**src/rtl/cpu_control_fsm_pkg.sv**
```systemverilog
// Shared constants, state encoding and opcode classification for the CPU control unit.
package cpu_control_fsm_pkg;

    localparam int unsigned CPU_INSTRUCTION_WIDTH = 33;
    localparam int unsigned CPU_WIDTH_OPCODE      = 5;
    localparam int unsigned CPU_IMMEDIATE_WIDTH   = 16;
    localparam int unsigned CPU_ADDR_WIDTH        = 16;

    localparam int unsigned INSTR_NOP  = 0;
    localparam int unsigned INSTR_LR   = 1;
    localparam int unsigned INSTR_LI   = 2;
    localparam int unsigned INSTR_SR   = 3;
    localparam int unsigned INSTR_MOVE = 4;
    localparam int unsigned INSTR_ADD  = 5;
    localparam int unsigned INSTR_ADDI = 6;
    localparam int unsigned INSTR_SUB  = 7;
    localparam int unsigned INSTR_CMP  = 8;
    localparam int unsigned INSTR_AND  = 9;
    localparam int unsigned INSTR_OR   = 10;
    localparam int unsigned INSTR_NOT  = 11;
    localparam int unsigned INSTR_SHL  = 12;
    localparam int unsigned INSTR_SHR  = 13;
    localparam int unsigned INSTR_BNE  = 14;
    localparam int unsigned INSTR_BE   = 15;
    localparam int unsigned INSTR_HALT = 31;

    localparam logic [1:0] WB_SEL_ALU = 2'd0;
    localparam logic [1:0] WB_SEL_MEM = 2'd1;
    localparam logic [1:0] WB_SEL_IMM = 2'd2;

    typedef enum logic [2:0] {
        S_FETCH   = 3'd0,
        S_DECODE  = 3'd1,
        S_EXECUTE = 3'd2,
        S_MEM     = 3'd3,
        S_WB      = 3'd4,
        S_HALT    = 3'd5
    } state_e;

    // What EXECUTE does with an opcode; OPC_SEQ covers NOP and undefined opcodes.
    typedef enum logic [2:0] {
        OPC_WB   = 3'd0,
        OPC_MEM  = 3'd1,
        OPC_CMP  = 3'd2,
        OPC_BE   = 3'd3,
        OPC_BNE  = 3'd4,
        OPC_HALT = 3'd5,
        OPC_SEQ  = 3'd6
    } op_class_e;

    function automatic op_class_e op_class(input logic [CPU_WIDTH_OPCODE-1:0] op);
        op_class_e cls;
        cls = OPC_SEQ;
        case (op)
            CPU_WIDTH_OPCODE'(INSTR_LI),  CPU_WIDTH_OPCODE'(INSTR_MOVE),
            CPU_WIDTH_OPCODE'(INSTR_ADD), CPU_WIDTH_OPCODE'(INSTR_ADDI),
            CPU_WIDTH_OPCODE'(INSTR_SUB), CPU_WIDTH_OPCODE'(INSTR_AND),
            CPU_WIDTH_OPCODE'(INSTR_OR),  CPU_WIDTH_OPCODE'(INSTR_NOT),
            CPU_WIDTH_OPCODE'(INSTR_SHL), CPU_WIDTH_OPCODE'(INSTR_SHR): cls = OPC_WB;
            CPU_WIDTH_OPCODE'(INSTR_LR),  CPU_WIDTH_OPCODE'(INSTR_SR):  cls = OPC_MEM;
            CPU_WIDTH_OPCODE'(INSTR_CMP):  cls = OPC_CMP;
            CPU_WIDTH_OPCODE'(INSTR_BE):   cls = OPC_BE;
            CPU_WIDTH_OPCODE'(INSTR_BNE):  cls = OPC_BNE;
            CPU_WIDTH_OPCODE'(INSTR_HALT): cls = OPC_HALT;
            default:                       cls = OPC_SEQ;
        endcase
        return cls;
    endfunction

endpackage

```
**src/rtl/cpu_control_fsm_pc_unit.sv**
```systemverilog
// Program counter: sequential increment or relative branch to pc+1+sext(immediate), modulo 2^ADDR_WIDTH.
module cpu_control_fsm_pc_unit
    import cpu_control_fsm_pkg::*;
#(
    parameter int unsigned ADDR_WIDTH      = CPU_ADDR_WIDTH,
    parameter int unsigned IMMEDIATE_WIDTH = CPU_IMMEDIATE_WIDTH
) (
    input  logic                       clk,
    input  logic                       reset,
    input  logic                       i_inc,
    input  logic                       i_branch,
    input  logic [IMMEDIATE_WIDTH-1:0] i_immediate,
    output logic [ADDR_WIDTH-1:0]      o_pc
);

    logic [ADDR_WIDTH-1:0] r_pc;
    logic [ADDR_WIDTH-1:0] w_pc_plus1;
    logic [ADDR_WIDTH-1:0] w_imm_sext;
    logic [ADDR_WIDTH-1:0] w_target;

    assign w_pc_plus1 = r_pc + ADDR_WIDTH'(1);
    assign w_imm_sext = ADDR_WIDTH'($signed(i_immediate));
    assign w_target   = w_pc_plus1 + w_imm_sext;

    always_ff @(posedge clk) begin
        if (reset) begin
            r_pc <= '0;
        end else if (i_branch) begin
            r_pc <= w_target;
        end else if (i_inc) begin
            r_pc <= w_pc_plus1;
        end
    end

    assign o_pc = r_pc;

endmodule

```
**src/rtl/cpu_control_fsm.sv**
```systemverilog
// Multi-cycle control unit: FETCH/DECODE/EXECUTE/MEM/WB/HALT sequencing of the CPU datapath.
module cpu_control_fsm
    import cpu_control_fsm_pkg::*;
#(
    parameter int unsigned INSTRUCTION_WIDTH = CPU_INSTRUCTION_WIDTH,
    parameter int unsigned WIDTH_OPCODE      = CPU_WIDTH_OPCODE,
    parameter int unsigned IMMEDIATE_WIDTH   = CPU_IMMEDIATE_WIDTH,
    parameter int unsigned ADDR_WIDTH        = CPU_ADDR_WIDTH
) (
    input  logic                         clk,
    input  logic                         reset,
    output logic                         imem_req,
    output logic [ADDR_WIDTH-1:0]        imem_addr,
    input  logic                         imem_ready,
    input  logic [INSTRUCTION_WIDTH-1:0] imem_rdata,
    output logic [INSTRUCTION_WIDTH-1:0] ir,
    input  logic [WIDTH_OPCODE-1:0]      opcode,
    input  logic [IMMEDIATE_WIDTH-1:0]   immediate,
    input  logic                         alu_zero,
    output logic [WIDTH_OPCODE-1:0]      alu_op,
    output logic                         dmem_req,
    output logic                         dmem_we,
    input  logic                         dmem_ready,
    output logic                         rf_we,
    output logic [1:0]                   wb_sel,
    output logic                         flag_z,
    output logic [ADDR_WIDTH-1:0]        pc,
    output logic                         halted
);

    state_e                       r_state;
    logic [INSTRUCTION_WIDTH-1:0] r_ir;
    logic                         r_flag_z;

    op_class_e w_class;
    logic      w_is_lr;
    logic      w_is_li;
    logic      w_is_sr;
    logic      w_take_branch;
    logic      w_pc_inc;
    logic      w_pc_branch;

    assign w_class       = op_class(CPU_WIDTH_OPCODE'(opcode));
    assign w_is_lr       = (opcode == WIDTH_OPCODE'(INSTR_LR));
    assign w_is_li       = (opcode == WIDTH_OPCODE'(INSTR_LI));
    assign w_is_sr       = (opcode == WIDTH_OPCODE'(INSTR_SR));
    assign w_take_branch = ((w_class == OPC_BE) && alu_zero) || ((w_class == OPC_BNE) && !alu_zero);

    // pc moves only on the edge leaving EXECUTE, MEM (store) or WB.
    always_comb begin
        w_pc_inc    = 1'b0;
        w_pc_branch = 1'b0;
        case (r_state)
            S_EXECUTE: begin
                if (w_take_branch) begin
                    w_pc_branch = 1'b1;
                end else if ((w_class == OPC_CMP) || (w_class == OPC_BE) ||
                             (w_class == OPC_BNE) || (w_class == OPC_SEQ)) begin
                    w_pc_inc = 1'b1;
                end
            end
            S_MEM:   w_pc_inc = dmem_ready && w_is_sr;
            S_WB:    w_pc_inc = 1'b1;
            default: ;
        endcase
    end

    always_ff @(posedge clk) begin
        if (reset) begin
            r_state  <= S_FETCH;
            r_ir     <= '0;
            r_flag_z <= 1'b0;
        end else begin
            case (r_state)
                S_FETCH: begin
                    if (imem_ready) begin
                        r_ir    <= imem_rdata;
                        r_state <= S_DECODE;
                    end
                end
                S_DECODE: r_state <= S_EXECUTE;
                S_EXECUTE: begin
                    case (w_class)
                        OPC_WB:   r_state <= S_WB;
                        OPC_MEM:  r_state <= S_MEM;
                        OPC_HALT: r_state <= S_HALT;
                        OPC_CMP: begin
                            r_flag_z <= alu_zero;
                            r_state  <= S_FETCH;
                        end
                        default:  r_state <= S_FETCH;
                    endcase
                end
                S_MEM: begin
                    if (dmem_ready) begin
                        r_state <= w_is_lr ? S_WB : S_FETCH;
                    end
                end
                S_WB:    r_state <= S_FETCH;
                S_HALT:  r_state <= S_HALT;
                default: r_state <= S_FETCH;
            endcase
        end
    end

    cpu_control_fsm_pc_unit #(
        .ADDR_WIDTH      (ADDR_WIDTH),
        .IMMEDIATE_WIDTH (IMMEDIATE_WIDTH)
    ) u_pc_unit (
        .clk         (clk),
        .reset       (reset),
        .i_inc       (w_pc_inc),
        .i_branch    (w_pc_branch),
        .i_immediate (immediate),
        .o_pc        (pc)
    );

    // Strobes decode the current state and are forced low in any reset cycle.
    assign imem_req  = !reset && (r_state == S_FETCH);
    assign dmem_req  = !reset && (r_state == S_MEM);
    assign dmem_we   = dmem_req && w_is_sr;
    assign rf_we     = !reset && (r_state == S_WB);
    assign halted    = !reset && (r_state == S_HALT);
    assign alu_op    = (!reset && (r_state == S_EXECUTE)) ? opcode : '0;
    assign wb_sel    = !rf_we ? WB_SEL_ALU :
                       w_is_lr ? WB_SEL_MEM :
                       w_is_li ? WB_SEL_IMM : WB_SEL_ALU;
    assign imem_addr = pc;
    assign ir        = r_ir;
    assign flag_z    = r_flag_z;

endmodule

```
**config.mk**
```make
export PLATFORM = sky130hd
export DESIGN_NAME = cpu_control_fsm
export DESIGN_NICKNAME = d
export VERILOG_FILES = /design/src/rtl/cpu_control_fsm_pkg.sv /design/src/rtl/cpu_control_fsm_pc_unit.sv /design/src/rtl/cpu_control_fsm.sv
export SDC_FILE = /design/constraint.sdc
export NUM_CORES = 1
export LEC_CHECK = 0
export ABC_AREA = 0
export CAP_MARGIN = 25
export CORE_MARGIN = 8
export CORE_UTILIZATION = 44
export DETAILED_ROUTE_END_ITERATION = 10
export PLACE_DENSITY = 0.78
export SLEW_MARGIN = 30
export SYNTH_ARGS = -nofsm -noshare
export SYNTH_HDL_FRONTEND = slang
export SYNTH_SLANG_ARGS = --single-unit
```
**constraint.sdc**
```tcl
create_clock -name clk -period 3.99 [get_ports clk]
set_input_delay 0.399 -clock clk [delete_from_list [all_inputs] [get_ports clk]]
set_output_delay 0.399 -clock clk [all_outputs]
set_load 0.05 [all_outputs]
```
==> run_results.csv <==
group,metric,value,unit
synth,synth-seq-cells,53,
drt,drt_iter0_drc,143,
synth,ys_seq_area_share,30.7,%
worst_setup_path,arrival,3860,ps
global_routing,grt_pass1_wl,17100,um
finish,area_growth,40.6,%
clock_tree,clkLatencyLatePin,320,ps
clock_tree,htree_levels,2,
die,io_pins,137,
die,rows,32,
clock_tree,cts_max_path_buffers,2,
synth,synth_compound_area_share,18.2,%
finish,final.fill_count,703,
synth,synth_top_family_by_area,"simple AND/OR/NAND/NOR gates",
die,die_h,105,um
synth,synth_flop_cell,"dfxtp_1",
die,coreArea,7690,um2
synth,synthAdderAreaFrac,7.82,%
clock_tree,hold_buffers,0,
worst_setup_path,critPathLaunch,"u_pc_unit.o_pc[0]",
drt,firstDrtPassIters,4,
synth,synth-xor-area-share,9.88,%
clock_tree,ctsResizeCount,0,
worst_setup_path,reg2reg_depth,12,
finish,drive_gt1_share,3.38,%
timing,slew_headroom,57.6,%
timing,timing.hold.ws,341,ps
synth,synthArstFlopShare,0,%
synth,synth_edf_count,0,
place,gp_congestion,0.935,
global_routing,gr-usage-all-layers,18.4,%
clock_tree,cts-buffers-inserted,5,
timing,fmax,273,MHz
worst_setup_path,cp-endpoint,"u_pc_unit.o_pc[15]",
worst_setup_path,reg2reg_to,"u_pc_unit.o_pc[15]",
global_routing,antenna_found_initial,0,
worst_setup_path,worstReg2RegStart,"u_pc_unit.o_pc[0]",
synth,synth.distinct_cells,50,
die,start_util,45.0,%
synth,synth_mux_area_share,1.81,%
synth,synth_nets,537,
drt,wl_per_cell,15.8,um
power_and_ir_drop,p_leak,1.91,nW
worst_hold_path,hold_start,"reset",
power_and_ir_drop,power_density,262,nW/um2
worst_hold_path,hold_class,"primary input to register",
finish,final_cell_mix,"135 x clkdlybuf4s50_1, 91 x nand2_1, 56 x a21oi_1, 53 x dfxtp_1, 30 x nor2_1",
timing,rsz0062_at_grt,"false",
synth,yosys.area_share.simple,24.5,%
timing,worst_slew_pin_slew,636,ps
worst_setup_path,cp.required,4190,ps
die,die_w,105,um
worst_setup_path,cp_max_fo,8,
synth,syn_area_per_cell,7.56,um2
finish,final_common_cell,"clkdlybuf4s50_1",
synth,syn_inst,457,
worst_setup_path,crit_path_end_kind,"register",
synth,yosysWarningCount,0,
clock_tree,clk_pin_slew_worst_paths,100,ps
clock_tree,root_buffer,"clkbuf_8",
clock_tree,cts_tree,"built",
finish,num-nets-final,641,
finish,n_antenna_cell,0,
timing,drv_slew,0,
global_routing,grt_max_degree,52,
global_routing,grt_pass1_vias,3354,
timing,finalCriticalPeriod,3660,ps
clock_tree,cts_sinks,53,
flow_run,maxCapViolations,0,
timing,hold_viol,0,
drt,num_vias,3473,
drt,viasPerCell,5.23,
status,status,"finished, final reports clean",
timing,finalCritPeriodShare,91.7,%
worst_setup_path,r2r_setup_slack,330,ps
place,io_buffers,136,
timing,setup_viol,0,
power_and_ir_drop,ir_worst_vdd,0.000180,V
place,place_hpwl,8020,um
synth,netlist_area,3460,um2
die,dieArea,10900,um2
drt,antenna_left,0,
timing,tns,0,ps
drt,finalWirelength,10500,um
timing,finClkSkew,14.1,ps
clock_tree,cts_setup_buffers,0,
worst_setup_path,start_kind,"register",
global_routing,grt_overflow_total,0,
drt,drc,0,
worst_setup_path,crit_type,"register to register",
synth_stat cells, types with 2 or more instances:
cell | instances | share of area (%)
nand2b_2 | 2 | 0.51
inv_1 | 7 | 0.76
ha_1 | 20 | 7.2
clkbuf_1 | 21 | 2.3
and3_1 | 12 | 2.2
xnor2_1 | 22 | 5.6
xor2_1 | 17 | 4.3
a21o_1 | 10 | 2.2
nor4_1 | 3 | 0.54
nor2b_1 | 2 | 0.36
nand2_1 | 92 | 10
a211oi_1 | 12 | 2.6
dfxtp_1 | 53 | 31
nand2b_1 | 5 | 0.91
buf_2 | 4 | 0.58
a21oi_1 | 56 | 8.1
nand3_1 | 14 | 2.0
nor3_1 | 8 | 1.2
nand4_1 | 5 | 0.91
o21ai_0 | 13 | 1.9
mux2i_1 | 4 | 1.2
nor2_1 | 30 | 3.3
nor3b_1 | 3 | 0.65
buf_4 | 16 | 3.5
worst max-delay path, cell delays in order (launching register included):
cell	delay (ps)
dfxtp_1	470
ha_1	260
nand3_1	160
nor2_1	340
nand3_1	220
nor2_1	210
xor2_1	180
ha_1	330
a21o_1	210
o31ai_1	330
mux2i_1	260
mux2i_1	250
mux2_1	330
logic make-up after synthesis:
family,count (synthesis)
muxes,6
DFF,53
adders and majority gates,21
and+or+nand+nor,185
buffers and inverters,48
xor gates and xnor gates,39
AOI/OAI and AO/OA,105
worst min path at each step:
stage,end,cells past startpoint
6_report,flag_z,2
5_1_grt,flag_z,2
3_3_place_gp,ir[21],2
2_1_floorplan,ir[11],2
3_5_place_dp,ir[8],2
4_1_cts,flag_z,2
state kept, by name, indices dropped and copies added, names as in the netlist:
signal	flops
ir	33
r_state	3
flag_z	1
u_pc_unit.o_pc	16
final cells by class:
class	instances	area (um2)	share of cell area [%]
Clock buffer	5	68.8	1.42
Clock inverter	3	43.8	0.901
Inverter	7	26.3	0.541
Multi-Input combinational cell	356	2160	44.5
Sequential cell	53	1060	21.8
Tap cell	102	128	2.63
Timing Repair Buffer	138	1370	28.2
layer usage:
metal | vias to the layer above | part of all wire [%] | track usage, %
met5 | - | 0 | 0
met2 | 84 | 51 | 33.3
met3 | 9 | 4.9 | 3.07
met1 | 1612 | 43 | 21.4
li1 | 1768 | - | -
met4 | 0 | 1.4 | 6.01
power by group:
part	internal, mW	switching [mW]	total, mW
registers	0.552	0.0148	0.567
logic	0.131	0.191	0.322
clock network	0.189	0.193	0.382
total	0.872	0.398	1.27
through the flow:
stage / power, mW / instances / setup slack, ps / utilization [%] / cell area (um2)
6_report: 1.27 / 664 / 333 / 63.2 / 4860
3_3_place_gp: 0.896 / 656 / 518 / 61.7 / 4740
4_1_cts: 1.28 / 664 / 366 / 63.2 / 4860
3_5_place_dp: 0.901 / 656 / 381 / 61.7 / 4750
2_1_floorplan: 0.768 / 457 / 341 / - / 3460
5_1_grt: 1.32 / 664 / 46.9 / 63.2 / 4860
(Power assumes the default switching activity.)
